### src/rtl/arcade_input_hub.sv
// Control-input concentrator: merges PS/2 keyboard, joystick and JAMMA inputs into
// registered active-low player vectors with coin stretching, SOCD cleaning and pause.
`timescale 1ns/1ps

module arcade_input_hub #(
    parameter int          PLAYERS     = 2,
    parameter int          BUTTONS     = 2,
    parameter int unsigned COIN_CYCLES = 32'd50000,
    parameter int          SOCD        = 0
) (
    input  logic                            clk_sys,
    input  logic                            rst_n,
    input  logic [10:0]                     ps2_key,
    input  logic [PLAYERS*(7+BUTTONS)-1:0]  joy,
    input  logic [PLAYERS*(6+BUTTONS)-1:0]  jamma,
    input  logic                            clear_pause,
    output logic [PLAYERS*(4+BUTTONS)-1:0]  joy_n,
    output logic [PLAYERS-1:0]              start_n,
    output logic [PLAYERS-1:0]              coin_n,
    output logic                            pause
);

    localparam int JW         = 7 + BUTTONS;
    localparam int MW         = 6 + BUTTONS;
    localparam int OW         = 4 + BUTTONS;
    localparam int CW         = $clog2(COIN_CYCLES + 1);
    localparam int KB_START_N = (PLAYERS > 1) ? 2 : 1;
    localparam logic [CW-1:0] COIN_LOAD = CW'(COIN_CYCLES);
    localparam logic [7:0] FIRE_CODE  [4] = '{8'h14, 8'h29, 8'h11, 8'h12};
    localparam logic [7:0] START_CODE [2] = '{8'h05, 8'h06};

    logic                    primed_r;
    logic                    key_tog_r;
    logic [3:0]              kb_dir_r;
    logic [BUTTONS-1:0]      kb_fire_r;
    logic [KB_START_N-1:0]   kb_start_r;
    logic                    kb_coin_r;
    logic                    kb_pause_r;
    logic                    unused_ext_s;

    logic [3:0]              dir_s      [PLAYERS];
    logic [BUTTONS-1:0]      fire_s     [PLAYERS];
    logic [PLAYERS-1:0]      start_s;
    logic [PLAYERS-1:0]      coin_s;
    logic                    pause_src_s;

    logic [3:0]              prev_dir_r [PLAYERS];
    logic [3:0]              rise_s     [PLAYERS];
    logic [3:0]              res_s      [PLAYERS];
    logic [1:0]              last_r     [PLAYERS];
    logic [1:0]              tie_r      [PLAYERS];

    logic [CW-1:0]           cnt_r      [PLAYERS];
    logic [CW-1:0]           cnt_nxt_s  [PLAYERS];
    logic [PLAYERS-1:0]      coin_prev_r;
    logic                    pause_prev_r;

    logic [PLAYERS*OW-1:0]   joy_n_r;
    logic [PLAYERS-1:0]      start_n_r;
    logic [PLAYERS-1:0]      coin_n_r;
    logic                    pause_r;

    assign unused_ext_s = ps2_key[8];
    assign joy_n   = joy_n_r;
    assign start_n = start_n_r;
    assign coin_n  = coin_n_r;
    assign pause   = pause_r;

    // Keyboard event decode; the first cycle out of reset only adopts the current toggle.
    always_ff @(posedge clk_sys or negedge rst_n) begin
        if (!rst_n) begin
            primed_r   <= 1'b0;
            key_tog_r  <= 1'b0;
            kb_dir_r   <= 4'b0000;
            kb_fire_r  <= '0;
            kb_start_r <= '0;
            kb_coin_r  <= 1'b0;
            kb_pause_r <= 1'b0;
        end else if (!primed_r) begin
            primed_r  <= 1'b1;
            key_tog_r <= ps2_key[10];
        end else if (ps2_key[10] != key_tog_r) begin
            key_tog_r <= ps2_key[10];
            case (ps2_key[7:0])
                8'h74:   kb_dir_r[0] <= ps2_key[9];
                8'h6B:   kb_dir_r[1] <= ps2_key[9];
                8'h72:   kb_dir_r[2] <= ps2_key[9];
                8'h75:   kb_dir_r[3] <= ps2_key[9];
                8'h04:   kb_coin_r   <= ps2_key[9];
                8'h0C:   kb_pause_r  <= ps2_key[9];
                default: kb_dir_r    <= kb_dir_r;
            endcase
            for (int b = 0; b < BUTTONS; b++) begin
                if (ps2_key[7:0] == FIRE_CODE[b]) kb_fire_r[b] <= ps2_key[9];
            end
            for (int p = 0; p < KB_START_N; p++) begin
                if (ps2_key[7:0] == START_CODE[p]) kb_start_r[p] <= ps2_key[9];
            end
        end
    end

    // Source merge; keyboard flags only feed player 0 (and player 1 start).
    always_comb begin
        pause_src_s = kb_pause_r;
        for (int p = 0; p < PLAYERS; p++) begin
            dir_s[p]    = joy[p*JW +: 4] | jamma[p*MW +: 4];
            fire_s[p]   = joy[p*JW+4 +: BUTTONS] | jamma[p*MW+4 +: BUTTONS];
            start_s[p]  = joy[p*JW+4+BUTTONS] | jamma[p*MW+4+BUTTONS];
            coin_s[p]   = joy[p*JW+5+BUTTONS] | jamma[p*MW+5+BUTTONS];
            pause_src_s = pause_src_s | joy[p*JW+6+BUTTONS];
        end
        dir_s[0]                   = dir_s[0] | kb_dir_r;
        fire_s[0]                  = fire_s[0] | kb_fire_r;
        start_s[KB_START_N-1:0]    = start_s[KB_START_N-1:0] | kb_start_r;
        coin_s[0]                  = coin_s[0] | kb_coin_r;
    end

    // Opposing-direction resolution per axis: bit 2x is right/down, bit 2x+1 is left/up.
    always_comb begin
        for (int p = 0; p < PLAYERS; p++) begin
            rise_s[p] = dir_s[p] & ~prev_dir_r[p];
            res_s[p]  = dir_s[p];
            for (int x = 0; x < 2; x++) begin
                if (SOCD == 1 && dir_s[p][2*x] && dir_s[p][2*x+1]) begin
                    res_s[p][2*x +: 2] = 2'b00;
                end else if (SOCD == 2 && dir_s[p][2*x] && dir_s[p][2*x+1]) begin
                    if (rise_s[p][2*x] && rise_s[p][2*x+1]) begin
                        res_s[p][2*x +: 2] = 2'b00;
                    end else if (rise_s[p][2*x]) begin
                        res_s[p][2*x +: 2] = 2'b01;
                    end else if (rise_s[p][2*x+1]) begin
                        res_s[p][2*x +: 2] = 2'b10;
                    end else if (tie_r[p][x]) begin
                        res_s[p][2*x +: 2] = 2'b00;
                    end else if (last_r[p][x]) begin
                        res_s[p][2*x +: 2] = 2'b10;
                    end else begin
                        res_s[p][2*x +: 2] = 2'b01;
                    end
                end else begin
                    res_s[p][2*x +: 2] = dir_s[p][2*x +: 2];
                end
            end
        end
    end

    // Last-rise memory and tie flag; a tie holds neutral until either side is released.
    always_ff @(posedge clk_sys or negedge rst_n) begin
        if (!rst_n) begin
            for (int p = 0; p < PLAYERS; p++) begin
                prev_dir_r[p] <= 4'b0000;
                last_r[p]     <= 2'b00;
                tie_r[p]      <= 2'b00;
            end
        end else begin
            for (int p = 0; p < PLAYERS; p++) begin
                prev_dir_r[p] <= dir_s[p];
                for (int x = 0; x < 2; x++) begin
                    if (rise_s[p][2*x] && rise_s[p][2*x+1]) begin
                        tie_r[p][x] <= 1'b1;
                    end else if (rise_s[p][2*x]) begin
                        last_r[p][x] <= 1'b0;
                        tie_r[p][x]  <= 1'b0;
                    end else if (rise_s[p][2*x+1]) begin
                        last_r[p][x] <= 1'b1;
                        tie_r[p][x]  <= 1'b0;
                    end else if (!(dir_s[p][2*x] && dir_s[p][2*x+1])) begin
                        tie_r[p][x] <= 1'b0;
                    end else begin
                        tie_r[p][x] <= tie_r[p][x];
                    end
                end
            end
        end
    end

    // Next coin counter value; edges during an active stretch do not reload.
    always_comb begin
        for (int p = 0; p < PLAYERS; p++) begin
            if (cnt_r[p] != '0) begin
                cnt_nxt_s[p] = cnt_r[p] - CW'(1);
            end else if (coin_s[p] && !coin_prev_r[p]) begin
                cnt_nxt_s[p] = COIN_LOAD;
            end else begin
                cnt_nxt_s[p] = '0;
            end
        end
    end

    // Coin counters and edge history.
    always_ff @(posedge clk_sys or negedge rst_n) begin
        if (!rst_n) begin
            coin_prev_r <= '0;
            for (int p = 0; p < PLAYERS; p++) cnt_r[p] <= '0;
        end else begin
            coin_prev_r <= coin_s;
            for (int p = 0; p < PLAYERS; p++) cnt_r[p] <= cnt_nxt_s[p];
        end
    end

    // Registered active-low player outputs.
    always_ff @(posedge clk_sys or negedge rst_n) begin
        if (!rst_n) begin
            joy_n_r   <= '1;
            start_n_r <= '1;
            coin_n_r  <= '1;
        end else begin
            for (int p = 0; p < PLAYERS; p++) begin
                joy_n_r[p*OW +: OW] <= ~{fire_s[p], res_s[p]};
                start_n_r[p]        <= ~start_s[p];
                coin_n_r[p]         <= ~((cnt_nxt_s[p] != '0) | coin_s[p]);
            end
        end
    end

    // Pause toggles on a source rising edge; clear_pause has priority.
    always_ff @(posedge clk_sys or negedge rst_n) begin
        if (!rst_n) begin
            pause_prev_r <= 1'b0;
            pause_r      <= 1'b0;
        end else begin
            pause_prev_r <= pause_src_s;
            if (clear_pause) begin
                pause_r <= 1'b0;
            end else if (pause_src_s && !pause_prev_r) begin
                pause_r <= ~pause_r;
            end else begin
                pause_r <= pause_r;
            end
        end
    end

endmodule

### config.mk
export PLATFORM = sky130hd
export DESIGN_NAME = arcade_input_hub
export DESIGN_NICKNAME = d
export VERILOG_FILES = /design/src/rtl/arcade_input_hub.sv
export SDC_FILE = /design/constraint.sdc
export NUM_CORES = 1
export LEC_CHECK = 0
export CAP_MARGIN = 20
export CORE_MARGIN = 10
export CORE_UTILIZATION = 54
export DETAILED_ROUTE_END_ITERATION = 10
export GPL_ROUTABILITY_DRIVEN = 0
export PLACE_DENSITY = 0.84
export SYNTH_ARGS = -nofsm -noshare
export SYNTH_HDL_FRONTEND = slang
export SYNTH_SLANG_ARGS = --single-unit
### constraint.sdc
create_clock -name clk_sys -period 8 [get_ports clk_sys]
set_clock_uncertainty 0.2 [all_clocks]
set_input_delay 2 -clock clk_sys [delete_from_list [all_inputs] [get_ports clk_sys]]
set_output_delay 2 -clock clk_sys [all_outputs]
set_load 0.005 [all_outputs]
Word level (Yosys, flattened, before mapping)
Cells that the tools add are included.

Shift-type cells: 0. Order comparisons: 0. Divide/modulo/power cells: 0. Equality and inequality tests: 12. Add/sub/neg operators: 2. Mux-type cells: 8. Bitwise logic cells: 23. Reduce and logical (&&, ||, !) cells: 21. Multiply operators: 0.

Operators with widths (number): $mux W16 (4); $reduce_bool A16 Y1 (4); $eq A8 B7 Y1 const B (4); $sub A16 B1 Y16 const B (2); $reduce_and A3 Y1 (10); $eq A8 B3 Y1 const B (3); $not A6 Y6 (2); $or A4 B4 Y4 (3); $or A1 B1 Y1 (9); $eq A8 B4 Y1 const B (1); $eq A8 B5 Y1 const B (1); $eq A8 B6 Y1 const B (1); $or A2 B2 Y2 (4); $not A1 Y1 (5); $mux W1 (4); $logic_and A1 B1 Y1 (3); $logic_not A1 Y1 (3); $ne A2 B1 Y1 const B (1); $reduce_bool A2 Y1 (1); $ne A1 B1 Y1 (1).

Memory bits (read-only): 0. Memories kept: 0. Flip-flop bits (word level): 64. Word-level logic and storage cells: 86. RAM bits: 0. Bits of input ports: 48. Bits in latches: 0.

Logic depth before layout (Yosys ltp)
Depth in word-level cells: 8. Gate-level depth with buffers: 9. Mapped depth without buffers: 8.

Worst setup path after synthesis
Ideal clock, no wire load.

Path type: input port to flip-flop. Start: input ps2_key[10]. End: register kb_fire_r[1]. Path slack: 4294 ps. Stages: 6. Required time: 7675 ps. Data arrival time: 3382 ps. Cell sequence: xnor2_1 -> nor3b_1 -> nand2_1 -> nor4b_1 -> nor3b_1 -> mux2_2.

Cells in the longest elaborated chain, start to end: 2.

RTL lines: start: declaration (line 13) `input logic [10:0] ps2_key,`; $ne A1 B1 Y1 (line 82) `end else if (ps2_key[10] != key_tog_r) begin`; $reduce_and A3 Y1 (no source line); end signal: indexed assignment (line 94) `if (ps2_key[7:0] == FIRE_CODE[b]) kb_fire_r[b] <= ps2_key[9];`; end: declaration (line 35) `logic [BUTTONS-1:0] kb_fire_r;`.

Every way passes these cells. A chain may end at the register's enable or synchronous reset.

Worst setup path in the final report
Same ends and word-level chain as after synthesis.

==> flow_summary_export.csv <==
group,metric,value,unit
outcome,outcome,"completed",
setup_path,path_depth,7,
setup_path,cp.arrival,4.02,ns
setup_path,worstReg2RegStart,"cnt_r[24]$_DFF_PN0_",
cells_and_area,area_growth,30.1,%
synthesis,syn_area_per_cell,10.6,µm²
clocking,path_clk_slew,0.07,ns
cells_and_area,fin_nets,403,
hold_path,hold_path_class,"flop to flop",
cells_and_area,final_common_cell,"clkdlybuf4s50_1",
route,initialDrtViolationCount,66,
setup_path,endpoint_kind,"flop",
power_and_ir_drop,clkPwrFrac,0.335,
synthesis,synth_warnings,0,
synthesis,yosysTopAreaCell,"dfrtp_1",
clocking,cts.hold.buffers_added,0,
setup_path,cp_data_required_time,8.02,ns
route,vias,2316,
clocking,h-tree-depth,3,
power_and_ir_drop,p_switching,229,µW
die,die_h,94.2,µm
grt,grt_usage,0.161,
route,ant_nets,0,
synthesis,ys.flop_type,"dfrtp_1",
clocking,cts-root-buf,"clkbuf_8",
grt,grt_pass1_wl,11300,µm
die,die_area,8880,µm²
clocking,cts_setup_buffers,0,
setup_path,ff2ff_path_depth,6,
setup_path,crit_buf_inv,1,
die,row_count,26,
cells_and_area,regArea,1620,µm²
route,drt_wl_total,6690,µm
placed_design,hpwlAfterDp,5010,µm
placed_design,place.port_buffers,63,
power_and_ir_drop,p_sw_frac,0.276,
synthesis,netlist_instances,282,
setup_path,critical_path_class,"input pin to flop",
power_and_ir_drop,p_comb_frac,0.170,
synthesis,ys_seq_area_frac,0.545,
sta,rsz0062_at_grt,"false",
sta,tns,0,ns
cells_and_area,fill_cells,382,
setup_path,crit_path_frequent_cell,"nor3b_1",
synthesis,synth_seq_cells,64,
sta,worst_pin_slew,0.959,ns
synthesis,syn_area,2980,µm²
cells_and_area,multi_input_area,1310,µm²
route,remaining_drc_errors,0,
synthesis,synth_fp_nets,334,
power_and_ir_drop,power.density,215,nW/µm²
power_and_ir_drop,power,832,µW
synthesis,synth_edf_count,0,
route,wl_per_cell,15.7,µm
setup_path,startpoint_type,"input pin",
sta,fin_crit_sh,0.499,
die,ios,65,
route,viasPerCell,5.44,
setup_path,r2r_slack,4.81,ns
grt,antenna_found_initial,0,
grt,grt_pass1_vias,2381,
clocking,clk_path_buf_depth,2,
power_and_ir_drop,intPower,602,µW
sta,hold_viol,0,
cells_and_area,drive_gt1_frac,0.135,
clocking,cts_buffers,9,
grt,grt_max_degree,37,
synthesis,synth_top_area_frac,0.404,
clocking,cts.sink_count,64,
clocking,clock_latency,0.34,ns
cells_and_area,antenna_cells,0,
synthesis,synth_area_leaders,"dfrtp_1 (40%), dfstp_2 (14%), nor2_1 (6.7%)",
setup_path,cpPeakStageDelay,0.43,ns
die,start_util,0.568,
synthesis,async_reset_ff_frac,1.00,
setup_path,cp_slowest_cell,"clkdlybuf4s50_1",
setup_path,path_delay_family,"simple AND/OR/NAND/NOR gates",
sta,setup_viol,0,
setup_path,cp-endpoint,"kb_fire_r[1]$_DFFE_PN0P_",
clocking,cts_resized,0,
sta,min_period,3.99,ns
grt,grt_overflow,0,
sta,drv_slew,0,
setup_path,r2r-end,"coin_n[0]$_DFF_PN1_",
power_and_ir_drop,p_seq_frac,0.495,
power_and_ir_drop,vdd_drop_max,0.149,mV
setup_path,crit_fanout,4,
synthesis,synth_cell_types,48,
sta,slew_headroom,0.356,
power_and_ir_drop,leakage,0.00151,µW
run,drv_cap,0,
die,fp.dieW,94.2,µm
setup_path,path_cells,"clkdlybuf4s50_1, xnor2_1, nor3b_1, nand2_1, nor4b_1, nor3b_1, mux2_2",
route,dr.pass1.iters,5,
cells_and_area,layout.cells.most_common_list,"clkdlybuf4s50_1 (62), nor2_1 (53), dfrtp_1 (48)",
sta,fmaxAchievable,251,MHz
clocking,cts_tree,"done",
die,core-area,5240,µm²
setup_path,crit_start,"ps2_key[10]",
[registers in the layout (all words and copies together) (netlist names)]
register / cells
cnt_r: 32
coin_n: 2
coin_prev_r: 2
joy_n: 12
kb_coin_r: 1
kb_dir_r: 4
kb_fire_r: 2
kb_pause_r: 1
kb_start_r: 2
key_tog_r: 1
pause: 1
pause_prev_r: 1
primed_r: 1
start_n: 2
[routing by layer]
metal,track usage,vias to the layer above,share of wire
met2,0.252,59,0.48
met3,0.0743,6,0.078
li1,-,1143,-
met1,0.192,1108,0.43
met5,0,-,0
met4,0.0532,0,0.0091
[power groups by stage]
stage               clock (µW)  combinational, µW  sequential, µW
floorplan                    0               86.3             406
global route               304                160             418
CTS                        286                142             411
global placement             0                136             414
finish                     279                141             411
detailed placement           0                141             416
[metrics by stage]
stage          instance area (µm²)  utilization  instances  hold WS (ns)  worst slack, ns
6_report                      3870        0.739        426         0.195             4.01
5_1_grt                       3870        0.739        426         0.204             3.91
4_1_cts                       3870        0.739        426         0.197             4.04
3_5_place_dp                  3670        0.701        410         0.183             3.66
3_3_place_gp                  3670        0.701        410         0.178             3.69
2_1_floorplan                 2980            -        282         0.162             4.29
[how the worst min path moves through the flow]
stage                     depth (start not counted)              endpoint                 startpoint
final                                             1  start_n[1]$_DFF_PN1_  kb_start_r[1]$_DFFE_PN0P_
after global routing                              1    joy_n[3]$_DFF_PN1_    kb_dir_r[3]$_DFFE_PN0P_
after global placement                            1    joy_n[1]$_DFF_PN1_    kb_dir_r[1]$_DFFE_PN0P_
after detailed placement                          1    joy_n[3]$_DFF_PN1_    kb_dir_r[3]$_DFFE_PN0P_
after floorplan                                   1    joy_n[0]$_DFF_PN1_    kb_dir_r[0]$_DFFE_PN0P_
after CTS                                         1    joy_n[1]$_DFF_PN1_    kb_dir_r[1]$_DFFE_PN0P_
[synth_stat cells (2+ instances only)]
cell type,n
nor2_1,53
dfrtp_1,48
nor3_1,24
dfstp_2,16
xnor2_1,14
nand2_1,11
mux2_2,10
xor2_1,10
a21oi_1,9
or4_1,9
nand3_1,7
inv_1,6
nand4_1,5
nand4b_1,5
nor4_1,5
nor4b_1,5
ha_1,4
clkbuf_1,3
nand2b_1,3
nor3b_1,3
o21ai_0,3
a211oi_1,2
buf_2,2
[cell type report]
class / count / share of cell area
Inverter: 6 / 0.00582
Multi-Input combinational cell: 206 / 0.338
Clock buffer: 14 / 0.0420
Sequential cell: 64 / 0.419
Tap cell: 70 / 0.0226
Timing Repair Buffer: 64 / 0.163
Clock inverter: 2 / 0.00969
[cell families (layout without fill, tap and decap cells)]
family	count (synthesis)	count (layout)	share of synthesized area
other cells	1	1	0.00126
mux	11	11	0.0412
flops	64	64	0.545
simple gates	142	142	0.254
xor+xnor	24	24	0.0706
fa+ha+maj	4	4	0.0168
compound gates	24	24	0.0551
buf+inv	12	86	0.0160
(Power assumes the default switching activity.)
